File: src/rtl/display_scan_ctrl.sv
// Time-multiplexed 7-segment scan controller with double-buffered digits and inter-digit blanking.
// Optional build macro: LEADING_ZERO_BLANK_EN (suppresses leading zero digits while scanning).
module display_scan_ctrl #(
  parameter int N_DIGITS  = 6,
  parameter int SLOT_CYC  = 50000,
  parameter int BLANK_CYC = 500
) (
  input  logic                    clk,
  input  logic                    rst,
  input  logic                    en,
  input  logic                    load,
  input  logic [4*N_DIGITS-1:0]   digits_in,
  input  logic [N_DIGITS-1:0]     dp_in,
  output logic [N_DIGITS-1:0]     disp,
  output logic [6:0]              segm,
  output logic                    dp,
  output logic                    frame_done
);

  localparam int CW = (SLOT_CYC > 1) ? $clog2(SLOT_CYC) : 1;
  localparam int IW = (N_DIGITS > 1) ? $clog2(N_DIGITS) : 1;
  localparam logic [CW-1:0] SLOT_LAST  = CW'(SLOT_CYC - 1);
  localparam logic [CW-1:0] BLANK_LAST = CW'(BLANK_CYC - 1);
  localparam logic [IW-1:0] IDX_LAST   = IW'(N_DIGITS - 1);

  typedef enum logic [1:0] {
    IDLE  = 2'd0,
    BLANK = 2'd1,
    SHOW  = 2'd2
  } state_t;

  state_t                       state_q, state_d;
  logic [CW-1:0]                slot_cnt_q, slot_cnt_d;
  logic [IW-1:0]                idx_q, idx_d;
  logic [N_DIGITS-1:0][3:0]     pending_q, pending_d;
  logic [N_DIGITS-1:0][3:0]     active_q, active_d;
  logic [N_DIGITS-1:0]          pending_dp_q, pending_dp_d;
  logic [N_DIGITS-1:0]          active_dp_q, active_dp_d;
  logic [N_DIGITS-1:0]          disp_q, disp_d;
  logic [6:0]                   segm_q, segm_d;
  logic                         dp_q, dp_d;
  logic                         frame_done_q, frame_done_d;
  logic                         wrap;
  logic [N_DIGITS-1:0]          lz_mask;

  function automatic logic [6:0] hex7(input logic [3:0] v);
    logic [6:0] s;
    case (v)
      4'h0: s = 7'h40;
      4'h1: s = 7'h79;
      4'h2: s = 7'h24;
      4'h3: s = 7'h30;
      4'h4: s = 7'h19;
      4'h5: s = 7'h12;
      4'h6: s = 7'h02;
      4'h7: s = 7'h78;
      4'h8: s = 7'h00;
      4'h9: s = 7'h10;
      4'hA: s = 7'h08;
      4'hB: s = 7'h03;
      4'hC: s = 7'h46;
      4'hD: s = 7'h21;
      4'hE: s = 7'h06;
      4'hF: s = 7'h0E;
      default: s = 7'h7F;
    endcase
    return s;
  endfunction

  // Scan sequencing and buffer management
  always_comb begin
    state_d      = state_q;
    slot_cnt_d   = slot_cnt_q;
    idx_d        = idx_q;
    pending_d    = pending_q;
    pending_dp_d = pending_dp_q;
    active_d     = active_q;
    active_dp_d  = active_dp_q;
    wrap         = 1'b0;

    if (load) begin
      pending_d    = digits_in;
      pending_dp_d = dp_in;
    end

    if (!en) begin
      state_d    = IDLE;
      slot_cnt_d = '0;
      idx_d      = '0;
    end else begin
      case (state_q)
        IDLE: begin
          state_d    = BLANK;
          slot_cnt_d = '0;
        end
        BLANK: begin
          slot_cnt_d = slot_cnt_q + CW'(1);
          if (slot_cnt_q == BLANK_LAST) state_d = SHOW;
        end
        SHOW: begin
          if (slot_cnt_q == SLOT_LAST) begin
            state_d    = BLANK;
            slot_cnt_d = '0;
            if (idx_q == IDX_LAST) begin
              idx_d = '0;
              wrap  = 1'b1;
            end else begin
              idx_d = idx_q + IW'(1);
            end
          end else begin
            slot_cnt_d = slot_cnt_q + CW'(1);
          end
        end
        default: begin
          state_d    = IDLE;
          slot_cnt_d = '0;
          idx_d      = '0;
        end
      endcase
    end

    // pending_d already holds a same-edge load, so a load on the wrap goes straight to active
    if (wrap) begin
      active_d    = pending_d;
      active_dp_d = pending_dp_d;
    end
  end

`ifdef LEADING_ZERO_BLANK_EN
  always_comb begin
    logic run;
    lz_mask = '0;
    run     = 1'b1;
    for (int k = N_DIGITS - 1; k >= 1; k--) begin
      run        = run & (active_d[k] == 4'd0);
      lz_mask[k] = run;
    end
  end
`else
  assign lz_mask = '0;
`endif

  // Outputs are decoded from next-state values so the registered outputs line up with the state
  always_comb begin
    disp_d       = '1;
    segm_d       = 7'h7F;
    dp_d         = 1'b1;
    frame_done_d = 1'b0;
    if (state_d == SHOW) begin
      disp_d[idx_d] = 1'b0;
      segm_d        = lz_mask[idx_d] ? 7'h7F : hex7(active_d[idx_d]);
      dp_d          = ~active_dp_d[idx_d];
      frame_done_d  = (slot_cnt_d == SLOT_LAST) && (idx_d == IDX_LAST);
    end
  end

  always_ff @(posedge clk) begin
    if (!rst) begin
      state_q      <= IDLE;
      slot_cnt_q   <= '0;
      idx_q        <= '0;
      pending_q    <= '0;
      pending_dp_q <= '0;
      active_q     <= '0;
      active_dp_q  <= '0;
      disp_q       <= '1;
      segm_q       <= 7'h7F;
      dp_q         <= 1'b1;
      frame_done_q <= 1'b0;
    end else begin
      state_q      <= state_d;
      slot_cnt_q   <= slot_cnt_d;
      idx_q        <= idx_d;
      pending_q    <= pending_d;
      pending_dp_q <= pending_dp_d;
      active_q     <= active_d;
      active_dp_q  <= active_dp_d;
      disp_q       <= disp_d;
      segm_q       <= segm_d;
      dp_q         <= dp_d;
      frame_done_q <= frame_done_d;
    end
  end

  assign disp       = disp_q;
  assign segm       = segm_q;
  assign dp         = dp_q;
  assign frame_done = frame_done_q;

endmodule

File: config.mk
export PLATFORM = sky130hd
export DESIGN_NAME = display_scan_ctrl
export DESIGN_NICKNAME = d
export VERILOG_FILES = /design/src/rtl/display_scan_ctrl.sv
export SDC_FILE = /design/constraint.sdc
export NUM_CORES = 1
export LEC_CHECK = 0
export ABC_CLOCK_PERIOD_IN_PS = 5600
export CAP_MARGIN = 15
export CORE_UTILIZATION = 55
export DETAILED_ROUTE_END_ITERATION = 12
export GPL_ROUTABILITY_DRIVEN = 0
export PLACE_DENSITY = 0.8
export SETUP_SLACK_MARGIN = 0.5
export SLEW_MARGIN = 15
export SYNTH_ARGS = -nofsm -noshare
export SYNTH_HDL_FRONTEND = slang
export SYNTH_SLANG_ARGS = --single-unit
export TNS_END_PERCENT = 5
File: constraint.sdc
create_clock -name clk -period 5.6 [get_ports clk]
set_clock_uncertainty 0.2 [all_clocks]
set_input_delay 1.4 -clock clk [delete_from_list [all_inputs] [get_ports clk]]
set_output_delay 1.4 -clock clk [all_outputs]
set_load 0.02 [all_outputs]
Word level (Yosys, flattened, before mapping)
Memory sizes are Yosys's and may differ from the RTL's. A register that Yosys moved wholly into a read port is not among the register bits.
Cells that the tools add are included.

storage, ports and cells
  register bits after elaboration = 89
  bits of input ports = 34
  logic and storage cells = 70
  memories = 2
  output and inout bits = 15
  ROM bits = 120

memory list
  name             words  bits a word  rd ports  clocked after memory_dff  write ports  RTL line  source
  (no name shown)  16     7            1         1                         0            48        case (v)
  (no name shown)  8      1            1         0                         0            151       segm_d = lz_mask[idx_d] ? 7'h7F : hex7(active_d[idx_d]);

cells by class
  equality and inequality tests = 8
  reductions and logical operators = 6
  add/sub/neg operators = 2
  mux-type cells = 26
  bitwise logic cells = 4
  magnitude comparators = 2

operator list
  kind                   count
  $mux 24                2
  $eq 16x16->1 const B   2
  $mux 16                2
  $pmux 16 s2            1
  $add 16x1->16 const B  1
  $eq 16x9->1 const B    1
  $bmux 4 s3             1
  $mux 6                 2
  $mux 3                 3
  $mux 1                 7
  $eq 3x3->1 const B     2
  $mux 2                 3
  $not 6->6              1
  $pmux 2 s3             1
  $pmux 3 s2             1
  $eq 2x2->1 const B     2
  $lt 3x4->1 const B     1
  $mux 4                 1
  $add 3x1->3 const B    1
  $bmux 1 s3             1
  $demux 1 s3            1
  $ge 3x1->1 const B     1
  $not 1->1              3
  $reduce_or 3->1        1
  other kinds (5)        6

Depth between registers and ports, before layout
  word-level depth = 10
  depth in mapped cells = 17
  mapped depth without buffers = 14

Worst setup path before layout
Ideal clock, no wire load.

  path type = in2reg
  from = input port load
  to = register segm_q[3] (netlist: segm[3])
  buffers on the path = 3
  setup time = 0.140 ns
  cell stages on the path = 13
  data arrival time = 4.576 ns
  slack = 0.683 ns
  data required time = 5.260 ns
  cells stage by stage = buf_1 > buf_1 > clkbuf_1 > mux2_2 > mux2i_1 > mux2i_1 > a221oi_2 > inv_1 > ha_1 > inv_1 > a31oi_1 > a2111oi_0 > a41oi_1

between the ends
  longest elaborated chain between the ends = 4

RTL lines
  element                       RTL line  source
  from (decl)                   11        input logic load,
  $mux 24                       81        if (load) begin
  $mux 24                       123       if (wrap) begin
  $bmux 4 s3                    151
  $mux 4 (not written as such)  151
  to (decl)                     40        logic [6:0] segm_q, segm_d;

Every way passes these cells. The select of a mux whose other input is x is not followed.
A chain may end at the register's enable or synchronous reset.

Worst setup path in the final report
  from = input port en
  to = register segm_q[3] (netlist: segm[3])

between the ends
  longest elaborated chain between the ends = 4
  elaborated cells on any way between the ends = 11
  those cells by class = 1 x eq/ne; 7 x mux; 1 x bitwise; 1 x reduce/logical; 1 x memory

RTL lines
  element                                                     RTL line  source
  from (decl)                                                 10        input logic en,
  $mux 3 (tied with other cells)                              86        if (!en) begin
  $mem_v2 8x1 (tied with other cells)                         -
  $mux 1 (not written as such) (tied with other cells)        151
  $reduce_or 3->1 (no source line) or $mux 4 (tied branches)  -

Parallel ways exist; a longest one is shown, timed or not. The select of a mux whose other input is x is not followed.

==> summary.txt <==
Status: completed
Initial Util: 56.37%
Worst VDD drop: 146.7 uV
CTS Hold Bufs: 0
Clk sink count: 96
Worst Setup SP: en
Setup_tns: 0 ns
H-tree Lvls: 3
Cell Rows: 33
Top Ports: 49
F_max: 205.2 MHz
Number of fill cells: 664
Antenna violations before repair: 0
1st-pass router iterations: 5
Syn Nets: 537
Top-count cell post-synth: dfxtp_1
Top post-synthesis cells by count: dfxtp_1, nor2_1, nand2_1, mux2i_1, mux2_2
Wire per inst: 15.74 um
Top cell type's share of synthesized area: 41.71%
Async set-reset flop share out of synthesis: 0%
Rel. slew slack: 39.57%
Max-slew violations: 0
RSZ-0062 raised after global routing: false
Detail Placement HPWL: 7142 um
CP Data Required Time: 5.66 ns
Critical path arrival: 4.93 ns
Die Y: 93.54 um
#FFs+latches synth: 96
Synthesized area per cell: 9.366 um^2
CORE AREA: 0.008175 mm^2
# port buffers: 48
Sequential element share of the synthesized area: 41.71%
Yosys cell types: 61
Crit Path Class: in2reg
Clk_lat worst skew: 0.38 ns
Placed Area: 0.005155 mm^2
Residual DRC: 0
Nets: 578
Clock Path Buffers: 2
Vias: 3800
Tmin final: 4.873 ns
Final period util: 87.01%
Total gr overflow: 0
CP Capture Type: flop
Worst Setup Start Kind: input pin
Worst reg2reg startpoint: slot_cnt_q[10]
CP Max Fanout: 7
Die width: 93.54 um
Clock-pin slew on the worst setup and hold paths: 0.11 ns
Max Cap Violations: 0
Yosys top cell by area: dfxtp_1
CTS tree: yes
Postcts setup bufs: 0
YS warnings: 0
Top_reg_cell synth: dfxtp_1
Mapped Cells: 492
Routed WL: 10120 um
Worst-Margin Slew: 0.9025 ns
Post-synth EDFFs: 0
Layout area overhead: 16.67%
Pin count of the biggest net entering global routing: 38
Largest cells by area after synthesis: dfxtp_1, mux2i_1, mux2_2
Post-DR vias/cell: 5.910
Final Hold Vio Count: 0
Final Instance Area: 0.005376 mm^2
ANT cells: 0
Finish-stage setup viols: 0
Drt first-iter violations: 249
PD cells: 239.0 mW/mm^2
First-pass GRT wire length: 17230 um
Hold Path Origin: slot_cnt_q[0]
Clock root cell: clkbuf_8
Number of buffers created by CTS: 9
Post-CTS resize count: 0
Antenna Nets Post-Route: 0
Vias in the first global route: 3611
GRT Resource Usage Total: 25.06%
Total die area: 0.008749 mm^2
Cell area after synthesis: 0.004608 mm^2
Layout cells sized above 1: 11.90%
Min-Delay Path Class: reg2reg
Worst-case hold slack: 0.2829 ns
Leak: 2.074 nW
[per-stage QoR]
stage | std cells | setup WS, ns | total power, mW | util (%)
detailed placement | 627 | 0.4510 | 0.7952 | 63.05
global placement | 627 | 0.5505 | 0.7931 | 63.05
global route | 643 | 0.6140 | 1.328 | 65.76
finish | 643 | 0.7272 | 1.285 | 65.76
CTS | 643 | 0.8150 | 1.291 | 65.76
floorplan | 492 | 0.6835 | 0.7574 | -
[metal layers]
layer	track usage, %	up-vias	wire (um)
met5	0	-	0
met3	4.390	21	603
met1	33.62	1796	4682
met4	9.359	0	157
li1	-	1845	-
met2	40.20	138	4675
[final timing paths]
path | endpoint | slack [ns] | cells past startpoint
hold / removal | slot_cnt_q[0] | 0.28 | 1
setup reg to reg | segm[3] | 1.22 | 11
setup / recovery | segm[3] | 0.73 | 13
hold reg to reg | slot_cnt_q[0] | 0.28 | 1
[state kept, by name, indices dropped and copies added (netlist names)]
| signal | count |
|---|---|
| pending_q | 24 |
| dp | 1 |
| state_q | 2 |
| slot_cnt_q | 16 |
| disp | 6 |
| segm | 7 |
| active_q | 24 |
| idx_q | 3 |
| active_dp_q | 6 |
| pending_dp_q | 6 |
| frame_done | 1 |
[worst max-delay path, cell delays in order]
cell and delay (ns):
clkdlybuf4s50_1 0.61, nand2b_1 0.20, or2_2 0.33, o211ai_1 0.56, mux2_2 0.42, o211a_1 0.21
a221oi_2 0.27, inv_1 0.12, ha_1 0.22, inv_1 0.06, a31oi_1 0.05, a2111oi_0 0.41
a41oi_1 0.08
[placed cells by master, fill, tap and decap left out, types with 12 or more instances in the layout]
cell              n
nor2_1           52
inv_1            14
dfxtp_1          96
nand2_1          39
a21oi_1          16
mux2_2           18
nor3_1           14
and2_1           17
mux2i_1          34
nor2b_1          12
clkdlybuf4s50_1  48
[power breakdown]
part           switching, mW  total [mW]  internal (mW)
Combinational         0.0358      0.0802         0.0444
Clock                  0.284       0.506          0.222
Sequential           0.00388       0.699          0.695
[final cells by class]
type / instances / area [um^2] / area share [%]
clock inverters: 7 / 97.59 / 1.815
repair buffers: 58 / 555.5 / 10.33
clock buffers: 9 / 123.9 / 2.304
well taps: 105 / 131.4 / 2.444
multi-input cells: 353 / 2490 / 46.31
inverters: 15 / 56.30 / 1.047
flip-flops and latches: 96 / 1922 / 35.75
[cells by family after synthesis]
group           Yosys count  share of synthesized area (%)
fa+ha+maj                11                          2.987
compound gates           82                          13.17
flops                    96                          41.71
mux                      55                          13.25
xor+xnor                 14                          2.661
simple gates            191                          21.91
buf+inv                  43                          4.317
Power figures use the tool's default switching activity.
